--- config.mk ---
export PLATFORM = sky130hd
export DESIGN_NAME = hazard_ctrl
export DESIGN_NICKNAME = d
export VERILOG_FILES = /design/src/rtl/hazard_ctrl_pkg.sv /design/src/rtl/hazard_fwd_unit.sv /design/src/rtl/hazard_ctrl.sv
export SDC_FILE = /design/constraint.sdc
export NUM_CORES = 1
export LEC_CHECK = 0
export ABC_AREA = 0
export ABC_CLOCK_PERIOD_IN_PS = 6100
export BUFFER_PORTS_ARGS = -buffer_cell sky130_fd_sc_hd__buf_2
export CAP_MARGIN = 40
export CORE_AREA = 2 2 99 111
export CTS_CLUSTER_DIAMETER = 40
export DETAILED_ROUTE_END_ITERATION = 10
export DIE_AREA = 0 0 101 113
export PLACE_DENSITY = 0.83
export SLEW_MARGIN = 40
export SYNTH_ARGS = -nofsm -noshare
export SYNTH_HDL_FRONTEND = slang
export SYNTH_SLANG_ARGS = --single-unit
--- constraint.sdc ---
create_clock -name clk -period 6.1 [get_ports clk]
set_clock_uncertainty 0.2 [all_clocks]
set_input_delay 0.61 -clock clk [delete_from_list [all_inputs] [get_ports clk]]
set_output_delay 0.61 -clock clk [all_outputs]
set_load 0.02 [all_outputs]
--- src/rtl/hazard_ctrl_pkg.sv ---
// Shared types and constants for the pipeline hazard controller.
// Holds the exception FSM states, forward-select codes and defaults.
package hazard_ctrl_pkg;

    typedef enum logic {
        IDLE,
        PEND
    } hc_state_e;

    localparam int FWD_NONE = 0;
    localparam int FWD_M    = 1;
    localparam int FWD_W    = 2;

    localparam int NUM_SRC_DEF    = 2;
    localparam int FWD_STAGES_DEF = 2;
    localparam int REG_AW_DEF     = 5;
    localparam int CNT_W_DEF      = 32;

endpackage

--- src/rtl/hazard_fwd_unit.sv ---
// Forward-select for one E-stage source port.
// The nearest (lowest-index) writing stage wins; r0 is never forwarded.
module hazard_fwd_unit
    import hazard_ctrl_pkg::*;
#(
    parameter int FWD_STAGES = FWD_STAGES_DEF,
    parameter int REG_AW     = REG_AW_DEF,
    parameter int SEL_W      = $clog2(FWD_STAGES + 1)
) (
    input  logic [REG_AW-1:0]            src_i,
    input  logic [FWD_STAGES-1:0]        wen_i,
    input  logic [FWD_STAGES*REG_AW-1:0] waddr_i,
    output logic [SEL_W-1:0]             sel_o
);

    always_comb begin
        sel_o = SEL_W'(FWD_NONE);
        // Scan from the oldest stage down so the youngest match overrides.
        for (int k = FWD_STAGES; k >= 1; k--) begin
            if (wen_i[k-1] && (src_i != '0) &&
                (waddr_i[(k-1)*REG_AW +: REG_AW] == src_i)) begin
                sel_o = SEL_W'(k);
            end
        end
    end

endmodule

--- src/rtl/hazard_ctrl.sv ---
// Pipeline hazard controller: stalls, flushes, forwarding selects,
// deferred exception flush behind a D-cache stall, and perf counters.
module hazard_ctrl
    import hazard_ctrl_pkg::*;
#(
    parameter int NUM_SRC    = NUM_SRC_DEF,
    parameter int FWD_STAGES = FWD_STAGES_DEF,
    parameter int REG_AW     = REG_AW_DEF,
    parameter int CNT_W      = CNT_W_DEF
) (
    input  logic                          clk,
    input  logic                          rst,
    input  logic                          d_cache_stall,
    input  logic                          alu_stallE,
    input  logic                          flush_jump_conflictE,
    input  logic                          flush_pred_failedM,
    input  logic                          flush_exceptionM,
    input  logic [NUM_SRC*REG_AW-1:0]     srcE,
    input  logic [NUM_SRC*REG_AW-1:0]     srcD,
    input  logic [NUM_SRC-1:0]            src_usedD,
    input  logic                          mem_read_enE,
    input  logic [REG_AW-1:0]             reg_writeE,
    input  logic [FWD_STAGES-1:0]         wen_fwd,
    input  logic [FWD_STAGES*REG_AW-1:0]  waddr_fwd,
    output logic                          stallF,
    output logic                          stallD,
    output logic                          stallE,
    output logic                          stallM,
    output logic                          stallW,
    output logic                          flushF,
    output logic                          flushD,
    output logic                          flushE,
    output logic                          flushM,
    output logic                          flushW,
    output logic [NUM_SRC*$clog2(FWD_STAGES+1)-1:0] fwd_sel,
    output logic                          exc_pending,
    output logic [CNT_W-1:0]              stall_cnt,
    output logic [CNT_W-1:0]              load_use_cnt,
    output logic [CNT_W-1:0]              flush_cnt
);

    localparam int SEL_W = $clog2(FWD_STAGES + 1);

    hc_state_e        state_q, state_d;
    logic [CNT_W-1:0] stall_cnt_q, load_use_cnt_q, flush_cnt_q;
    logic             load_use, exc_flush, pend;

    for (genvar i = 0; i < NUM_SRC; i++) begin : g_fwd
        hazard_fwd_unit #(
            .FWD_STAGES (FWD_STAGES),
            .REG_AW     (REG_AW),
            .SEL_W      (SEL_W)
        ) u_fwd (
            .src_i   (srcE[i*REG_AW +: REG_AW]),
            .wen_i   (wen_fwd),
            .waddr_i (waddr_fwd),
            .sel_o   (fwd_sel[i*SEL_W +: SEL_W])
        );
    end

    always_comb begin
        load_use = 1'b0;
        for (int i = 0; i < NUM_SRC; i++) begin
            if (src_usedD[i] && (srcD[i*REG_AW +: REG_AW] == reg_writeE)) begin
                load_use = 1'b1;
            end
        end
        load_use = load_use & mem_read_enE & (reg_writeE != '0);
    end

    // A held flush is dropped as soon as reset is seen, without a pulse.
    assign pend        = (state_q == PEND) & ~rst;
    assign exc_pending = pend;
    assign exc_flush   = (flush_exceptionM | pend) & ~d_cache_stall;

    always_comb begin
        state_d = state_q;
        unique case (state_q)
            IDLE: if (flush_exceptionM && d_cache_stall) state_d = PEND;
            PEND: if (!d_cache_stall) state_d = IDLE;
            default: state_d = IDLE;
        endcase
    end

    assign stallM = d_cache_stall;
    assign stallW = d_cache_stall;
    assign stallE = d_cache_stall | alu_stallE;
    assign stallD = stallE | load_use;
    assign stallF = stallD & ~exc_flush & ~pend;

    assign flushF = 1'b0;
    assign flushW = 1'b0;
    assign flushD = exc_flush | flush_pred_failedM |
                    (flush_jump_conflictE & ~d_cache_stall);
    assign flushE = exc_flush | ((flush_pred_failedM | load_use) & ~stallE);
    assign flushM = exc_flush | (alu_stallE & ~d_cache_stall);

    always_ff @(posedge clk) begin
        if (rst) begin
            state_q        <= IDLE;
            stall_cnt_q    <= '0;
            load_use_cnt_q <= '0;
            flush_cnt_q    <= '0;
        end else begin
            state_q <= state_d;
            if (stallF)               stall_cnt_q    <= stall_cnt_q + CNT_W'(1);
            if (load_use && !stallE)  load_use_cnt_q <= load_use_cnt_q + CNT_W'(1);
            if (exc_flush)            flush_cnt_q    <= flush_cnt_q + CNT_W'(1);
        end
    end

    assign stall_cnt    = stall_cnt_q;
    assign load_use_cnt = load_use_cnt_q;
    assign flush_cnt    = flush_cnt_q;

endmodule

After elaboration in Yosys (flattened, before gate mapping) --
Cells that the tools add are included. W data, S select, Z words.
Word-level totals: RAM bits 0, input bits 47, latch bits 0, memories 0, logic and storage cells 61, output and inout port bits 111, memory bits (read-only) 0, flip-flop bits (word level) 97
Operators by class: div/mod/pow operators 0, mux-type cells 9, bitwise operators 23, multiply operators 0, order comparisons 0, equality and inequality tests 6, add/sub/neg operators 3, reduce and logical (&&, ||, !) cells 16, shift operators 0
Operators with widths (number):
- $add A32 B1 Y32 const B | 3
- $eq A5 B5 Y1 | 6
- $reduce_bool A5 Y1 | 3
- $logic_and A1 B1 Y1 | 12
- $and A1 B1 Y1 | 9
- $mux W2 | 4
- $or A1 B1 Y1 | 8
- $not A1 Y1 | 6
- $mux W1 | 4
- $pmux W1 S2 | 1
- $logic_not A1 Y1 | 1

Depth between registers and ports, before layout --
word-level depth 9, gate-level depth with buffers 9, depth with buffers taken out 7

Hierarchy --
A second synthesis with hierarchy kept.
Second synthesis, totals: cell total of the unflattened synthesis 641, area total of the unflattened synthesis 5231.3 sq um
By module, submodules not included:
- hazard_ctrl | cells each 605, sequential area each 1941.9 sq um, instances 1, area an instance 4953.5 sq um
- hazard_fwd_unit | cells each 18, sequential area each 0.0 sq um, instances 2, area an instance 138.9 sq um

Worst setup path after synthesis --
Ideal clock, no wire load.
kind input to output, from in reg_writeE[1], to out stallF, buffers on the path 1, setup slack 3.143 ns, data arrival time 2.147 ns, stages on the path 6, required time 5.290 ns, path through or4_1 -> o21ai_1 -> nor2_1 -> a22oi_2 -> clkbuf_1 -> nor2_1
Between the ends: cells in the longest elaborated chain, start to end 9, elaborated cells between the ends (all ways) 12, those cells by class 2 x eq/ne; 2 x mux; 5 x bitwise; 3 x reduce/logical
RTL lines:
- start: declaration | RTL line hazard_ctrl.sv:22 | input logic [REG_AW-1:0] reg_writeE,
- $eq A5 B5 Y1 | RTL line hazard_ctrl.sv:64 | if (src_usedD[i] && (srcD[i*REG_AW +: REG_AW] == reg_writeE)) begin
- $logic_and A1 B1 Y1 | RTL line hazard_ctrl.sv:64
- $mux W1 (2 in a row) | RTL line hazard_ctrl.sv:64
- $and A1 B1 Y1 | RTL line hazard_ctrl.sv:68 | load_use = load_use & mem_read_enE & (reg_writeE != '0);
- $and A1 B1 Y1 (*) | RTL line hazard_ctrl.sv:68
- $or A1 B1 Y1 (*) | RTL line hazard_ctrl.sv:88 | assign stallD = stallE | load_use;
- $and A1 B1 Y1 (*) (2 in a row) | RTL line hazard_ctrl.sv:89 | assign stallF = stallD & ~exc_flush & ~pend;
- end: declaration | RTL line hazard_ctrl.sv:25 | output logic stallF,
Mark *: on every way between the ends. The rest lies on a longest branch, timed or not.

Final worst setup path --
Ends and elaborated chain as after synthesis.

==> impl_metrics.env <==
export IMPL_antennaDiodeCount=0
export IMPL_p_leak_nw=2.39
export IMPL_drive_above_1_share=0.241
export IMPL_rsz0062_at_grt="false"
export IMPL_clock_sinks=97
export IMPL_hold_viol_final=0
export IMPL_portBuffers=155
export IMPL_rr_worst_depth=7
export IMPL_path_clk_slew_ns=0.07
export IMPL_critPathCaptureType="primary output"
export IMPL_cts_root_buffer="clkbuf_16"
export IMPL_viasPerCell=5.78
export IMPL_gp_congestion=0.884
export IMPL_synth_area_leaders="dfxtp_1 39%, xnor2_1 7.0%, a21oi_1 5.7%, xor2_1 4.9%, or3_1 4.3%"
export IMPL_ant_nets=0
export IMPL_setup_viol=0
export IMPL_wl_per_cell_um=15.1
export IMPL_drtIter0Drc=265
export IMPL_layout_commonest_cell="buf_2"
export IMPL_cp_max_fo=20
export IMPL_yosysSeqAreaShare=0.385
export IMPL_cp_arrival_ns=2.65
export IMPL_instances_no_fill=890
export IMPL_layout_min_cycle_time_ns=3.46
export IMPL_relSlewSlack=0.479
export IMPL_insertion_delay_ns=0.34
export IMPL_clockBufferDepth=2
export IMPL_dp_hpwl_um=9750
export IMPL_area_delta_synth_final_pct=22.0
export IMPL_core_mm2=0.0102
export IMPL_status="completed"
export IMPL_syn_area_per_cell_um2=8.10
export IMPL_dieArea_mm2=0.0114
export IMPL_grtUsageTotal=0.232
export IMPL_drtPass1Iterations=4
export IMPL_cp_required_ns=5.29
export IMPL_htree_levels=3
export IMPL_hold_class="register to register"
export IMPL_postPlaceCellArea_mm2=0.00587
export IMPL_post_route_period_util=0.568
export IMPL_final_area_mm2=0.00614
export IMPL_synth_edff_count=0
export IMPL_irDropWorstVdd_mv=0.120
export IMPL_overflow=0
export IMPL_die_h_um=113
export IMPL_post_cts_buffers=0
export IMPL_fin_tns_setup_ns=0
export IMPL_fillers=908
export IMPL_power_density_mw_per_mm2=207
export IMPL_async_flop_share=0
export IMPL_netlist_instances=622
export IMPL_synth_cell_type_count=39
export IMPL_synth_seq_cells=97
export IMPL_numCtsBuffers=9
export IMPL_fin_nets=812
export IMPL_tightest_slew_ns=0.775
export IMPL_cp_start_kind="primary input"
export IMPL_rows=39
export IMPL_place_inst=874
export IMPL_slew_viol_final=0
export IMPL_max_freq_mhz=289
export IMPL_syn_area_mm2=0.00504
export IMPL_cts_hold_buffers=0
export IMPL_synth_main_ff_cell="dfxtp_1"
export IMPL_cts_resized=0
export IMPL_cap_violations=0
export IMPL_antenna_found_initial=0
export IMPL_grt_first_pass_wirelength_um=22000
export IMPL_drc=0
export IMPL_min_delay_path_depth=2
export IMPL_cts_tree="yes"
export IMPL_io_pins=158
export IMPL_wl_um=13500
export IMPL_grt_start_max_net_pins=101
export IMPL_final_cell_mix="155 x buf_2, 97 x dfxtp_1, 57 x a21oi_1, 54 x nor2_1, 49 x nand2_1"
export IMPL_start_util=0.492
export IMPL_yosys_warnings=0
export IMPL_first_global_vias=4884
export IMPL_yosys_area_top_type_share=0.385
export IMPL_num_vias=5144
export IMPL_reg2reg_slack_ns=3.08
export IMPL_die_x_um=101
export IMPL_criticalPathCategory="primary input to primary output"
export IMPL_yosys_area_top_type="dfxtp_1"
## power breakdown
part           switching, mW  internal (mW)
sequential           0.00413          0.636
clock                  0.250          0.280
combinational         0.0623         0.0377
## routing by layer
metal	track usage	up-vias	wire length, um
li1	-	2502	-
met3	0.0482	14	727
met4	0.0766	0	176
met1	0.287	2455	5750
met5	0	-	0
met2	0.401	173	6810
## critical path, cell delays in order
cell	delay [ns]
buf_2	0.12
or4_1	0.52
o21ai_1	0.38
nor2_1	0.10
a22oi_2	0.40
buf_4	0.30
nor2_1	0.06
buf_2	0.16
## state kept, by name (all words and copies together) (netlist names)
register,flops
flush_cnt,32
load_use_cnt,32
stall_cnt,32
state_q,1
## cells in the mapped netlist, types with 2 or more instances
library cell  count
clkbuf_1         21
and2_1            5
ha_1              3
o31ai_1          17
o21ai_0          38
or4_1            22
or3b_2            2
nor3_1            5
or3_1            35
nand4_1          32
dfxtp_1          97
inv_1            20
buf_4             4
nor2b_1           7
mux2_2            2
nor4b_1           3
a21oi_1          57
xor2_1           28
nand2_1          49
o21ai_1           2
or4b_2            2
nand3_1          29
buf_1             2
and3_1           15
nor2_1           54
nand2b_1          3
and4_1            8
nor4_1            8
xnor2_1          40
buf_2             3
## through the flow
stage	worst slack [ns]	hold WS [ns]	util	power [mW]
finish	2.64	0.292	0.600	1.27
global route	2.49	0.312	0.600	1.32
CTS	2.66	0.296	0.599	1.28
detailed placement	2.66	0.283	0.572	0.754
global placement	2.54	0.270	0.571	0.749
floorplan	3.14	0.310	-	0.715
## final timing paths
kind | from | end
worst max register to register | state_q | stall_cnt[22]
worst min register to register | load_use_cnt[31] | load_use_cnt[31]
worst min-delay path | load_use_cnt[31] | load_use_cnt[31]
worst max-delay path | reg_writeE[1] | stallF
## kinds of logic after synthesis
group / Yosys count / synth area share
muxes: 2 / 0.00447
other: 1 / 0.000744
AOI/OAI and AO/OA: 118 / 0.134
xor gates and xnor gates: 68 / 0.118
DFF: 97 / 0.385
and+or+nand+nor: 283 / 0.308
buffers and inverters: 50 / 0.0410
adders and majority gates: 3 / 0.00745
## cell type report
type	count	area, um2	share of cell area
Timing Repair Buffer	158	802	0.131
Clock inverter	5	38.8	0.00631
Tap cell	123	154	0.0251
Sequential cell	97	1940	0.316
Multi-Input combinational cell	476	2900	0.472
Clock buffer	11	233	0.0379
Inverter	20	75.1	0.0122
Note: power is estimated with default switching activity, not from simulation.
